--- config.mk ---
export PLATFORM = sky130hd
export DESIGN_NAME = prot_trig_capture_ctrl_flat
export DESIGN_NICKNAME = d
export VERILOG_FILES = /design/src/rtl/prot_trig_capture_ctrl_if.sv /design/src/rtl/prot_trig_capture_ctrl.sv /design/src/flat_wrapper.sv
export SDC_FILE = /design/constraint.sdc
export NUM_CORES = 1
export LEC_CHECK = 0
export CORE_MARGIN = 2
export CORE_UTILIZATION = 54
export DETAILED_ROUTE_END_ITERATION = 8
export GPL_TIMING_DRIVEN = 0
export PLACE_DENSITY = 0.85
export SETUP_SLACK_MARGIN = 0.02
export SLEW_MARGIN = 25
export SYNTH_ARGS = -nofsm -noshare
export SYNTH_HDL_FRONTEND = slang
export SYNTH_SLANG_ARGS = --single-unit
--- constraint.sdc ---
create_clock -name clk -period 3.73 [get_ports clk]
set_clock_uncertainty 0.15 [all_clocks]
set_input_delay 0.373 -clock clk [delete_from_list [all_inputs] [get_ports clk]]
set_output_delay 0.373 -clock clk [all_outputs]
set_load 0.005 [all_outputs]
--- src/rtl/prot_trig_capture_ctrl_if.sv ---
// prot_trig_capture_ctrl_if: control/status bundle between capture controller and its host.
// Host drives arm, clr_done, smpl_en, protTrig, force_trig and trig_pos.
// The controller returns armed, triggered, capture_done, wrt_en, waddr and trig_addr.
interface prot_trig_capture_ctrl_if #(parameter int ADDR_W = 9);
    logic              arm;
    logic              clr_done;
    logic              smpl_en;
    logic              protTrig;
    logic              force_trig;
    logic [ADDR_W-1:0] trig_pos;
    logic              armed;
    logic              triggered;
    logic              capture_done;
    logic              wrt_en;
    logic [ADDR_W-1:0] waddr;
    logic [ADDR_W-1:0] trig_addr;
    modport master (
        output arm, clr_done, smpl_en, protTrig, force_trig, trig_pos,
        input  armed, triggered, capture_done, wrt_en, waddr, trig_addr
    );
    modport slave (
        input  arm, clr_done, smpl_en, protTrig, force_trig, trig_pos,
        output armed, triggered, capture_done, wrt_en, waddr, trig_addr
    );
endinterface

--- src/rtl/prot_trig_capture_ctrl.sv ---
// prot_trig_capture_ctrl: circular capture buffer controller with pre/post trigger windows.
// Ports: clk, rst_n (async, active-low), bus (slave side of prot_trig_capture_ctrl_if):
//   inputs arm, clr_done, smpl_en, protTrig, force_trig, trig_pos;
//   outputs armed, triggered, capture_done, wrt_en, waddr, trig_addr.
module prot_trig_capture_ctrl #(
    parameter int ADDR_W = 9
) (
    input logic                     clk,
    input logic                     rst_n,
    prot_trig_capture_ctrl_if.slave bus
);
    localparam logic [2:0] S_IDLE  = 3'd0;
    localparam logic [2:0] S_PRE   = 3'd1;
    localparam logic [2:0] S_ARMED = 3'd2;
    localparam logic [2:0] S_POST  = 3'd3;
    localparam logic [2:0] S_DONE  = 3'd4;
    localparam logic [ADDR_W:0] DEPTH = {1'b1, {ADDR_W{1'b0}}};

    logic [2:0]        state, state_nxt;
    logic [ADDR_W:0]   cnt, cnt_inc;
    logic [ADDR_W-1:0] waddr, trig_addr, waddr_inc;
    logic              trig_q, trig_evt, wrt, pre_hit, post_hit, counting;

    // trig_q resets high so a level already asserted at reset is not seen as an edge
    assign trig_evt  = (bus.protTrig | bus.force_trig) & ~trig_q;
    assign wrt       = bus.smpl_en & (state == S_PRE || state == S_ARMED || state == S_POST);
    assign waddr_inc = waddr + ADDR_W'(wrt);
    assign cnt_inc   = cnt + 1'b1;
    assign pre_hit   = wrt && cnt_inc == DEPTH - {1'b0, bus.trig_pos};
    assign post_hit  = wrt && cnt_inc == {1'b0, bus.trig_pos};
    // writes in ARMED belong to the pre-trigger window but are not counted
    assign counting  = wrt && (state == S_PRE || state == S_POST);

    always_comb begin
        state_nxt = state;
        case (state)
            S_PRE:   if (pre_hit) state_nxt = S_ARMED;
            S_ARMED: if (trig_evt) state_nxt = (bus.trig_pos == '0) ? S_DONE : S_POST;
            S_POST:  if (post_hit) state_nxt = S_DONE;
            S_DONE:  if (bus.clr_done) state_nxt = S_IDLE;
            default: ;
        endcase
        if (bus.arm) state_nxt = S_PRE;
    end

    always_ff @(posedge clk or negedge rst_n) begin
        if (!rst_n) begin
            state     <= S_IDLE;
            cnt       <= '0;
            waddr     <= '0;
            trig_addr <= '0;
            trig_q    <= 1'b1;
        end else begin
            trig_q <= bus.protTrig | bus.force_trig;
            state  <= state_nxt;
            waddr  <= bus.arm ? '0 : waddr_inc;
            cnt    <= (bus.arm || state_nxt != state) ? '0 : counting ? cnt_inc : cnt;
            // oldest sample is the slot after the final write
            if (!bus.arm && state_nxt == S_DONE && state != S_DONE) trig_addr <= waddr_inc;
        end
    end

    assign bus.armed        = state == S_ARMED;
    assign bus.triggered    = state == S_POST || state == S_DONE;
    assign bus.capture_done = state == S_DONE;
    assign bus.wrt_en       = wrt;
    assign bus.waddr        = waddr;
    assign bus.trig_addr    = trig_addr;
endmodule

--- src/flat_wrapper.sv ---
// flat-port wrapper written by rule: the top's interface ports become plain ports
module prot_trig_capture_ctrl_flat 
#(
    parameter int ADDR_W = 9
)
  (clk, rst_n, bus_arm, bus_clr_done, bus_smpl_en, bus_protTrig, bus_force_trig, bus_trig_pos, bus_armed, bus_triggered, bus_capture_done, bus_wrt_en, bus_waddr, bus_trig_addr);
  prot_trig_capture_ctrl_if #(.ADDR_W(ADDR_W)) bus_i ();
  input logic clk;
  input logic rst_n;
  input wire logic [$bits(bus_i.arm)-1:0] bus_arm;
  input wire logic [$bits(bus_i.clr_done)-1:0] bus_clr_done;
  input wire logic [$bits(bus_i.smpl_en)-1:0] bus_smpl_en;
  input wire logic [$bits(bus_i.protTrig)-1:0] bus_protTrig;
  input wire logic [$bits(bus_i.force_trig)-1:0] bus_force_trig;
  input wire logic [$bits(bus_i.trig_pos)-1:0] bus_trig_pos;
  output wire logic [$bits(bus_i.armed)-1:0] bus_armed;
  output wire logic [$bits(bus_i.triggered)-1:0] bus_triggered;
  output wire logic [$bits(bus_i.capture_done)-1:0] bus_capture_done;
  output wire logic [$bits(bus_i.wrt_en)-1:0] bus_wrt_en;
  output wire logic [$bits(bus_i.waddr)-1:0] bus_waddr;
  output wire logic [$bits(bus_i.trig_addr)-1:0] bus_trig_addr;
  assign bus_i.arm = bus_arm;
  assign bus_i.clr_done = bus_clr_done;
  assign bus_i.smpl_en = bus_smpl_en;
  assign bus_i.protTrig = bus_protTrig;
  assign bus_i.force_trig = bus_force_trig;
  assign bus_i.trig_pos = bus_trig_pos;
  assign bus_armed = bus_i.armed;
  assign bus_triggered = bus_i.triggered;
  assign bus_capture_done = bus_i.capture_done;
  assign bus_wrt_en = bus_i.wrt_en;
  assign bus_waddr = bus_i.waddr;
  assign bus_trig_addr = bus_i.trig_addr;
  prot_trig_capture_ctrl #(.ADDR_W(ADDR_W)) u_core (.clk(clk), .rst_n(rst_n), .bus(bus_i));
endmodule
==> run summary, run 1 <==
The flow ran to the end, and the final reports show no timing, DRC or antenna violations. The number of antenna diodes in the final layout is 0. Power comes to 0.0007914 W.

The detailed router finished its first iteration with 143 violations. The met1 global-route usage is 0.2913, and the number of nets produced by synthesis is 280. The sequential cell area fraction in the yosys report is 0.3390. The floorplan step defined a die boundary enclosing 4927 µm². The number of nets in the final layout came out at 328. The critical path is of the input pin to register type. For this run, the detailed router's first-pass iteration total came to 4. In this design, the stage delay of the slowest critical-path cell is 0.38 ns. The clock tree synthesis step divided the H-tree into 2 levels. Master cell of the clock root buffer: clkbuf_8. The average instance area after synthesis was 9.135 µm². Walking the worst path, the cells encountered are buf_2 > inv_1 > ha_2 > or3b_4 > nor2_2 > ha_1 > xnor2_1 > or3_1 > a2111oi_4 > nand4_1 > a2111oi_4 > a211oi_1 > nand4bb_1 > buf_6 > mux2_4. In the synthesized netlist, the cells that appear most often are dfrtp_1, nor2_1, xnor2_1, inv_1, xor2_1. Count of warnings emitted by yosys: 0.

Setup repair after global routing left no endpoint under its margin. During placement, the flow inserted port buffers numbering 35. After detailed routing, the number of vias per cell comes to 5.611. For this block, the via count after detailed routing is 2020. Counting I/O delays and the setup requirement, the final critical path takes 3.555 ns. Dividing total power by cell area gives a power density of 269.5 nW/µm².

The slew at the pin with the worst max-slew slack was 0.6904 ns. In the routed design, unresolved DRC markers number 0. The logs give 24 for the placement row count and 0 for the sum of overflow across all layers after global routing.

The max capacitance violation total is 0, and the worst-case hold slack is 0.3679 ns. Once detail routing completed, the nets flagged for antenna violations numbered 0. Registers take 802.0 µm². Compared with the post-synthesis result, the final layout area differs by 24.11%.

The logs give 0 for the number of hold violations in the final report and 38 for the total I/O pin count. The signal arrival time at the worst endpoint was 3.58 ns; the final-layout fill cell count was 344. Post-synthesis cell type with the largest combined area: dfrtp_1. The global-route met2 utilization was 0.3810. Number of sinks on the clock net: 32.

For the total core area, the log shows 4294 µm². The required time reported for the critical path endpoint came out at 3.75 ns. Yosys attributes the largest share of cell area to dfrtp_1, xnor2_1, xor2_1. Synthesis produced 259 cells. The die height was 70.20 µm; the leakage power was 1.295 nW.

The run gives 0.5397 as the worst relative slew slack. The share of the cycle needed by the critical path after routing works out to 0.9530. Entering global routing, the biggest net connects 33 pins. STA classifies the critical path startpoint as an input pin.

After detailed routing, the average wire length per cell comes to 14.81 µm. Worst hold-check path type: register to register. Setup violations remaining at the end of the flow were counted as 0.

The multi-input combinational cells in the finished layout cover a total of 1429 µm². In this run the worst path has a maximum fanout of 6. Endpoint type of the worst setup path: a register. The logs give 0.29 ns for the clock insertion delay at the later pin of the skew report and 0.03896 for the met3 usage in global routing.

The final layout contains routed wiring with a total length of 5332 µm. Initial antenna violation count: 0. Among all flip-flop cells after synthesis, the most frequent one is dfrtp_1. VDD sags by at most 0.5101 mV. The clock edge transition at the registers on the reported setup and hold paths came out at 0.06 ns. The layer flagged by global routing as most heavily used is met2. The share of final-layout standard cells stronger than drive strength 1 was 0.1688. The die is 70.20 µm wide.

The slowest stage of the critical path is the or3b_4 cell. The run gives 0.2256 as the overall track demand over capacity in global routing. Most frequent cell on the critical path: a2111oi_4.

The tools report the number of buffers added by the clock tree synthesis step as 5. The first global-routing pass estimated 8825 µm of wire. The final count of pins violating max slew came out at 0. TritonCTS built the clock tree. The share of synthesized registers carrying an async set or reset was 1.000; the achievable frequency was 0.2813 GHz.

Yosys mapped a number of flops with a built-in enable equal to 0. The number of global-route vias before repair came out at 1961. The share of the synthesized area in the top cell type is 0.3279, and the starting density of the core is 0.5510.

The synthesized netlist occupies a cell area of 2366 µm². Library cell with the highest instance count after synthesis: dfrtp_1. Detailed placement finished with a half-perimeter wire length of 3945 µm.

At the end of routability-driven placement, the weighted congestion stood at 0.9476. The number of different library cells used by synthesis comes to 53. The total of flip-flops plus latches after synthesis works out to 32.

For the maximum root-to-sink buffer count, the log shows 2.
==> power breakdown <==
part           switching (W)  total, W  internal [W]
Sequential        0.00000550  0.000358      0.000352
Combinational      0.0000581  0.000105     0.0000468
Clock               0.000131  0.000328      0.000197
==> stage by stage <==
stage	instances	setup TNS (ns)	cell area, µm²	util	setup WS [ns]
finish	360	0	2937	0.6839	0.1755
global route	360	0	2937	0.6839	0.04828
CTS	359	0	2920	0.6801	0.03246
detailed placement	346	-9.653	2776	0.6466	-0.6852
global placement	346	-9.016	2781	0.6477	-0.6558
floorplan	259	0	2366	-	0.1661
==> metal layers <==
metal / wire, µm / up-vias / share of wire
met1: 2431 / 973 / 0.46
li1: - / 991 / -
met5: 0 / - / 0
met2: 2639 / 49 / 0.49
met4: 54 / 0 / 0.010
met3: 206 / 7 / 0.039
==> critical path: cells and delay by family <==
family,cells,cell delay (ns)
adder cells (fa/ha/maj),2,0.42
AO/OA/AOI/OAI,3,0.68
buffers and inverters,3,0.39
AND/OR/NAND/NOR,5,1.28
multiplexers,1,0.29
XOR/XNOR,1,0.14
==> area by class of cell <==
cell class / instances / area share
plain buffers: 14 / 0.03409
flip-flops and latches: 32 / 0.2731
clock inverters: 3 / 0.01449
clock buffers: 5 / 0.02343
inverters: 15 / 0.01917
repair buffers: 41 / 0.1270
multi-input cells: 198 / 0.4866
well taps: 52 / 0.02216
==> registers in the layout (all words and copies together) (netlist names) <==
| signal | flops |
|---|---|
| u_core.cnt | 10 |
| u_core.bus.waddr | 9 |
| u_core.state | 3 |
| u_core.trig_q | 1 |
| u_core.bus.trig_addr | 9 |
==> what timing repair did <==
item                                    4_1_cts  5_1_grt
hold buffers                                  1        0
gates cloned                                  0        0
buffers inserted                              4        1
pin swaps                                     5        3
resized for setup                            16        3
endpoints found under the hold margin        31        0
endpoints found under the setup margin       19       17
==> layout by cell type, fill, tap and decap left out, types with 7 or more instances in the layout <==
master           count
nor2_2              11
clkdlybuf4s50_1     27
nand3_1              8
nor3_1              11
dfrtp_1             31
nand2b_1             7
buf_4                9
mux2i_1              9
nand2_1             10
xnor2_1             22
inv_1               15
xor2_1              14
o21ai_0              8
nor2_1              23
==> cell families after synthesis <==
logic type                 synth area share
and+or+nand+nor                      0.2602
buffers and inverters               0.06610
muxes                               0.05077
adders and majority gates           0.02644
xor gates and xnor gates             0.1497
DFF                                  0.3390
AOI/OAI and AO/OA                    0.1079
==> path summary, 6_finish.rpt <==
kind / startpoint / to / slack, ns / cells past startpoint
worst max-delay path: bus_trig_pos[0] / u_core.bus.trig_addr[1] / 0.18 / 15
worst min-delay path: u_core.bus.trig_addr[8] / u_core.bus.trig_addr[8] / 0.37 / 2
worst max register to register: u_core.cnt[0] / u_core.bus.trig_addr[1] / 0.30 / 10
worst min register to register: u_core.bus.trig_addr[8] / u_core.bus.trig_addr[8] / 0.37 / 2
max in group asynchronous: rst_n / u_core.bus.waddr[7] / 2.47 / 2
min in group asynchronous: rst_n / u_core.cnt[9] / 0.51 / 2
Note: power is estimated with default switching activity, not from simulation.
==> run 2: changes to the inputs <==
==> constraint.sdc (replaced) <==
create_clock -name clk -period 3.73 [get_ports clk]
set_clock_uncertainty 0.15 [all_clocks]
set_input_delay 0.5595 -clock clk [delete_from_list [all_inputs] [get_ports clk]]
set_output_delay 0.5595 -clock clk [all_outputs]
set_load 0.005 [all_outputs]
==> run 2 against run 1 <==
Against the previous run: the flow now finishes with violations (setup timing); combinational power grew 13%; die area is the same; sequential power hardly changed.
==> run summary, run 2 (synthesis gave the netlist of run 1 again) <==
Setup violations remaining at the end of the flow were counted as 5. TritonCTS built the clock tree. The later pin in the worst-skew pair is clocked with a latency of 0.28 ns.

The tools report the worst reg2reg path startpoint as u_core.cnt[0]. In this run the horizontal extent of the chip is 70.20 µm. The tools report the final count of pins violating max slew as 0. Port buffering added 35 buffers. The number of global-route vias before repair was 2012; the signal arrival time at the worst endpoint was 3.79 ns. The final reports fail on setup timing. Once detailed placement completed, the half-perimeter wirelength came to 3978 µm.

In this run, the number of DRC markers left after iteration 0 of detailed routing was 206. The number of cells on the worst reg-to-reg path works out to 10. The worst ir drop on vdd was 0.2397 mV; the sum of routed wire length over all layers was 5673 µm.

The first TritonRoute pass finished after 4 iterations. For the number of hold violations in the final report, the log shows 0. For this run, the top clock speed supported by timing is 0.2652 GHz. The antenna diode instance count came out at 0.

Setup repair after global routing could not meet its margin everywhere. The maximum root-to-sink buffer count came out at 2. The analysis attributes to net switching a power of 0.0001904 W. The master cell of the clock root buffer was clkbuf_8. The type of the setup path with the least slack is input pin to register. The wire length of the first global-routing pass is 9080 µm, and the flip-flop count of the largest register, all copies and words added is 10. The run gives 0.2335 as the overall track demand over capacity in global routing. Hold timing on the final database bottoms out at a slack of 0.1651 ns. The final worst slack is -0.04142 ns. Placement row count: 24. The area overhead of the layout relative to synthesis works out to 31.73%.

The fraction of power spent switching nets came out at 0.2279. Global routing finished with a remaining overflow of 0. The worst path in the final design needs a cycle of 3.771 ns, including I/O delays and setup.

The slew at the pin with the worst max-slew slack came out at 0.6898 ns. Once detail routing completed, the nets flagged for antenna violations numbered 0. The run gives 0 as the initial antenna violation count. The run gives 0.429 as the proportion of power drawn by the clock network.

The register with the most flip-flops in the final layout is u_core.cnt. Post-route DRC violation count: 0. From bottom edge to top edge, the die measures 70.20 µm. The tools report the number of sinks on the clock net as 32. The largest registers in the layout are u_core.cnt: 10 flops, u_core.bus.trig_addr: 9 flops, u_core.bus.waddr: 9 flops. The logs give 0.5401 for the worst relative slew slack and 0 for the max capacitance violation total. The highest net fanout along the worst path came out at 6. STA classifies the critical path endpoint as a register. The cell total after placement was 346; the starting density of the core was 0.5510. The number of vias per cell is 5.653.

In this run the count of I/O pins placed on the die edge is 38. The run gives 2086 as the total number of vias. The logs give 0.143 for the combinational share of power and 4294 µm² for the total core area.

The logs give 0.28 ns for the slack of the worst reg-to-reg path and 337 for the number of nets in the final layout. For the worst setup path, the data required time is 3.75 ns. For the weighted congestion reported at the end of routability-driven placement, the log shows 0.8934. The path class of the tightest hold or removal check is input pin to asynchronous set/reset pin. The worst setup path is launched from an input pin. The tools report the number of H-tree branching levels as 2. The share of the cycle needed by the critical path after routing is 1.011.

Clock-pin slew was measured on the worst setup and hold paths at 0.07 ns. Area of the die: 4927 µm². Most frequent standard cell in the layout excluding fill and tap cells: dfrtp_1.

The flow ran to the end, but the final reports show violations. The tools report the endpoint of the worst-slack reg-to-reg timing path as u_core.bus.trig_addr[0]. The sequential cell fraction of total power came out at 0.428. Entering global routing, the biggest net connects 33 pins. The top cell types in the final layout, fill and taps aside, are dfrtp_1, clkdlybuf4s50_1, nor2_1. The share of final-layout standard cells stronger than drive strength 1 is 0.2271. The total power per unit cell area was 268.0 nW/µm²; the non-filler instance count after layout was 369. After clock tree synthesis, the flow added hold-fix buffers numbering 0. For this design the static power due to leakage is 1.371 nW. After detailed routing, the average wire length per cell comes to 15.37 µm.

Number of buffers added by the clock tree synthesis step: 5. For the internal power component, the log shows 0.0006449 W.
[run 2: cell count changes in the layout (fill, tap and decap cells not counted), moves of 2 or more]
cell / delta
buf_4: +8
dlygate4sd2_1: -4
buf_6: +2
buf_8: +2
clkbuf_8: +2
clkdlybuf4s15_2: +2
ha_4: +2
inv_1: -2
[run 2: power by group through the flow]
stage / combinational, W / clock (W) / sequential, W
2_1_floorplan: 0.0000634 / 0 / 0.000363
4_1_cts: 0.000113 / 0.000368 / 0.000358
3_3_place_gp: 0.000105 / 0 / 0.000364
3_5_place_dp: 0.000108 / 0 / 0.000364
5_1_grt: 0.000130 / 0.000380 / 0.000359
6_report: 0.000119 / 0.000358 / 0.000358
[run 2: final cells by class]
cell class              count  area [µm²]
fillers                   309        1177
clock buffers               7       96.34
repair buffers             50       470.5
flip-flops and latches     32       802.0
multi-input cells         198        1481
plain buffers              14       107.6
well taps                  52       65.06
clock inverters             1       30.03
inverters                  15       63.81
[run 2: what timing repair did]
item                                    in CTS  in global routing
buffers inserted                             9                  6
pin swaps                                   13                  5
gates resized for setup                     38                 11
endpoints found under the setup margin      21                 19
[run 2: critical path, stage by stage]
cell	delay [ns]
buf_12	0.10
clkinv_4	0.04
ha_4	0.12
or3b_4	0.39
nor2_4	0.13
ha_4	0.21
xnor2_2	0.13
or3_4	0.34
a2111oi_4	0.32
nand4_1	0.19
a2111oi_4	0.40
buf_4	0.21
a211oi_4	0.04
nand4bb_1	0.16
buf_6	0.15
mux2_4	0.29
[run 2: per-stage QoR]
| step | cell area (µm²) | setup TNS, ns | power [W] | utilization | setup slack (ns) |
|---|---|---|---|---|---|
| 3_5_place_dp | 2804 | -16.71 | 0.0004718 | 0.6530 | -1.036 |
| 3_3_place_gp | 2809 | -16.73 | 0.0004687 | 0.6541 | -1.031 |
| 5_1_grt | 3117 | -1.552 | 0.0008685 | 0.7258 | -0.1220 |
| 2_1_floorplan | 2394 | -0.003323 | 0.0004267 | - | -0.001662 |
| 4_1_cts | 3038 | -0.003578 | 0.0008380 | 0.7075 | -0.001998 |
| 6_report | 3117 | -0.08771 | 0.0008353 | 0.7258 | -0.04142 |
[run 2: metal layers]
layer  part of all wire  vias to the layer above  wire, µm  track usage
met5                  0                        -         0            0
met4              0.019                        0       110      0.08974
met3              0.053                        9       301      0.03463
met2               0.48                       63      2750       0.3810
met1               0.44                      997      2511       0.3147
li1                   -                     1017         -            -
[run 2: how the worst max path moves through the flow]
stage                          startpoint                       to  slack, ns  depth (start not counted)
final                     bus_trig_pos[1]  u_core.bus.trig_addr[0]      -0.04                         16
after global routing      bus_trig_pos[1]  u_core.bus.trig_addr[4]      -0.12                         17
after CTS                 bus_trig_pos[0]  u_core.bus.trig_addr[0]     -0.002                         16
after global placement    bus_trig_pos[1]  u_core.bus.trig_addr[0]      -1.03                         15
after detailed placement  bus_trig_pos[1]  u_core.bus.trig_addr[1]      -1.04                         15
after floorplan           bus_trig_pos[4]  u_core.bus.trig_addr[0]     -0.002                         13
==> run 3: changes to the inputs <==
--- a/config.mk
+++ b/config.mk
@@ -6,9 +6,11 @@
 export NUM_CORES = 1
 export LEC_CHECK = 0
 export CORE_MARGIN = 2
-export CORE_UTILIZATION = 54
+export CORE_UTILIZATION = 64
 export DETAILED_ROUTE_END_ITERATION = 8
+export DONT_BUFFER_PORTS = 1
 export GPL_TIMING_DRIVEN = 0
+export HOLD_SLACK_MARGIN = 0.15
 export PLACE_DENSITY = 0.85
 export SETUP_SLACK_MARGIN = 0.02
 export SLEW_MARGIN = 25
==> run 3 against run 2 <==
Against the previous run: the flow now finishes without violations; sequential power about the same; core utilization increased by 1.4 points; first-iteration DRC count decreased by 32%; critical path depth decreased by 2; final cell count decreased by 13%; largest cell class unchanged; largest power group unchanged.
==> run summary, run 3 (synthesis gave the netlist of run 1 again) <==
Setup repair after global routing could not meet its margin everywhere. The flip-flop count of the largest register, all copies and words added works out to 10. The share of the cycle needed by the critical path after routing is 0.9940, and the number of DRC markers after the initial detailed-route iteration is 140. The area growth from synthesis to layout is 12.80%.

The worst-case hold slack came out at 0.2561 ns. After routing, the total negative slack on setup checks comes to 0 ns. Switching power: 0.0001745 W. The largest registers in the layout are u_core.cnt: 10 flops, u_core.bus.trig_addr: 9 flops, u_core.bus.waddr: 9 flops.

The endpoint type of the worst setup path is a register. The fraction of power spent switching nets came out at 0.2443. The combinational share of power was 0.128.

In the routed layout, each cell is associated on average with a via count of 5.972. Worst hold-check path type: input pin to register. The floorplan step defined a die boundary enclosing 4199 µm².

In this run the tool buffered the top-level ports with 0 buffer cells. Clock tree synthesis selected as its root buffer the cell clkbuf_8. The floorplan step set the die width to 64.80 µm. Summed over all cells, the static leakage comes to 1.172 nW.

Number of global-route vias before repair: 1794. The global-route met2 utilization is 0.4137, and the number of sinks on the clock net is 32. The power consumption is 0.0007141 W, and the met1 global-route usage is 0.3352. The total of endpoints with negative setup slack in the final report was 0. The family with the most delay on the worst path is simple AND/OR/NAND/NOR gates. Type of the setup path with the least slack: input pin to register. The total power per unit cell area was 267.6 nW/µm²; the core occupancy in the finished layout was 0.7401. Max-cap violations in this run came to 0. For the pin with the worst max-slew slack, the measured transition is 0.4763 ns. The logs give 0.503 for the sequential cell fraction of total power and 8280 µm for the wire length of the first global-routing pass. Nature of the critical path startpoint: an input pin. The library cells used most frequently in the layout, excluding fill and tap cells, are dfrtp_1, nor2_1, xnor2_1.

More flip-flops sit in one register than any other, and that register is u_core.cnt. The remaining antenna violation count after routing came out at 0. The proportion of power drawn by the clock network is 0.369. For the worst relative slew slack, the log shows 0.6805. Entering global routing, the biggest net connects 33 pins. Once layout is complete, the cells apart from fillers number 322.

The final-layout fill cell count came out at 266. Together, buffers and inverters on the worst path number 2. The tools report the cell total after placement as 307. The instance count along the most critical hold path came out at 1. Most used routing layer: met2. The worst ir drop on vdd was 0.3542 mV; the total number of vias was 1923.

Clock-pin slew was measured on the worst setup and hold paths at 0.07 ns. The tools report the met3 usage in global routing as 0.04688. At the worst endpoint, the required time is 3.74 ns.

The logs give 38 for the total I/O pin count and 0.6561 for the starting density of the core. The delay of the slowest cell on the worst path was 0.40 ns; the number of buffers added by the clock tree synthesis step was 5. The tools report the number of nets in the final layout as 294. Routability-driven placement finished with a final weighted congestion of 0.9245. TritonCTS built the clock tree.

The number of cells on the worst reg-to-reg path is 10. The run finished with clean final reports. The total core area was 3606 µm²; the achievable frequency was 0.2697 GHz. In the final routed layout, each cell accounts on average for 15.84 µm. After legalization and detailed placement, the total HPWL measured 3823 µm. Cell internal power was estimated by the tool at 0.0005396 W. The library cell used most frequently in the layout, excluding fill and tap cells, is dfrtp_1.

The final count of pins violating max slew came out at 0. Traced cell by cell, the critical path runs through inv_6 > ha_4 > or3b_4 > nor2_4 > ha_4 > xnor2_2 > or3_4 > a2111oi_4 > nand4_1 > a2111oi_4 > a211oi_1 > nand4bb_1 > buf_6 > mux2_4. The share of final-layout standard cells stronger than drive strength 1 is 0.1971. The tools report the overall track demand over capacity in global routing as 0.2552. The number of H-tree branching levels was 2. The number of hold violations in the final report is 0, and the clock insertion delay at the later pin of the skew report is 0.28 ns. The run gives 5100 µm as the sum of routed wire length over all layers. From bottom edge to top edge, the die measures 64.80 µm. The tools report the placement row count as 22.

In this run the worst path has a maximum fanout of 8. The post-route DRC violation count is 0. On the critical path, the stage with the largest delay is an instance of or3b_4. The first detailed-routing pass took 4 iterations. 0 antenna diodes ended up in the layout.

The logic depth of the worst path, buffers included was 14; the signal arrival time at the worst endpoint was 3.71 ns. The post-route minimum period was 3.708 ns. The logs give 0 for the initial antenna violation count and 0 for the sum of overflow across all layers after global routing. The longest clock path from root to sink contains 2 buffers.
run 3: changes by cell type in the layout (fill, tap and decap cells not counted), sizes merged:
cell	previous run	this run
clkdlybuf4s15	2	0
clkdlybuf4s50	27	0
dlygate4sd3	0	1
bufinv	1	0
clkbuf	11	9
clkinv	1	3
buf	31	17
run 3: cell type report:
class | count | area, µm² | area share
Tap cell | 48 | 60.06 | 0.02250
Buffer | 14 | 103.9 | 0.03891
Clock inverter | 2 | 10.01 | 0.003751
Sequential cell | 32 | 802.0 | 0.3005
Clock buffer | 6 | 82.58 | 0.03094
Inverter | 15 | 73.82 | 0.02766
Multi-Input combinational cell | 198 | 1469 | 0.5504
Timing Repair Buffer | 7 | 67.56 | 0.02532
run 3: path summary, 6_finish.rpt:
check	startpoint	to	slack, ns
min reg2reg	u_core.bus.trig_addr[2]	u_core.bus.trig_addr[2]	0.40
min in group asynchronous	rst_n	u_core.cnt[7]	0.57
min	bus_protTrig	u_core.trig_q	0.26
max	bus_trig_pos[1]	u_core.bus.trig_addr[0]	0.02
max reg2reg	u_core.cnt[0]	u_core.bus.trig_addr[0]	0.16
max in group asynchronous	rst_n	u_core.trig_q	2.63
run 3: through the flow:
| step | area (µm²) | setup slack [ns] |
|---|---|---|
| final | 2669 | 0.02226 |
| after global routing | 2669 | -0.07875 |
| after CTS | 2584 | 0.02512 |
| after detailed placement | 2454 | -0.3651 |
| after global placement | 2454 | -0.3260 |
| after floorplan | 2394 | -0.001662 |
run 3: repair_timing:
item	in CTS	in global routing
endpoints found under the hold margin	32	0
setup buffers	1	4
gates cloned	0	0
setup endpoints to repair	2	2
pin swaps	1	10
hold buffers	2	0
gates resized for setup	0	9
run 3: worst reg2reg max path: cells and delay by family, from the launching register on:
family                   cells  cell delay (ns)
AND/OR/NAND/NOR              3             0.96
adder cells (fa/ha/maj)      1             0.28
buffers and inverters        1             0.20
AO/OA/AOI/OAI                4             1.11
flip-flops                   1             0.45
multiplexers                 1             0.30
run 3: power groups by stage:
stage | sequential (W) | combinational [W] | clock (W)
global route | 0.000359 | 0.000101 | 0.000287
finish | 0.000359 | 0.0000915 | 0.000264
detailed placement | 0.000365 | 0.0000759 | 0
global placement | 0.000364 | 0.0000730 | 0
CTS | 0.000359 | 0.0000868 | 0.000268
floorplan | 0.000363 | 0.0000634 | 0
run 3: metal layers:
layer	share of wire	vias up
li1	-	929
met1	0.43	919
met2	0.49	65
met3	0.055	10
met4	0.021	0
met5	0	-
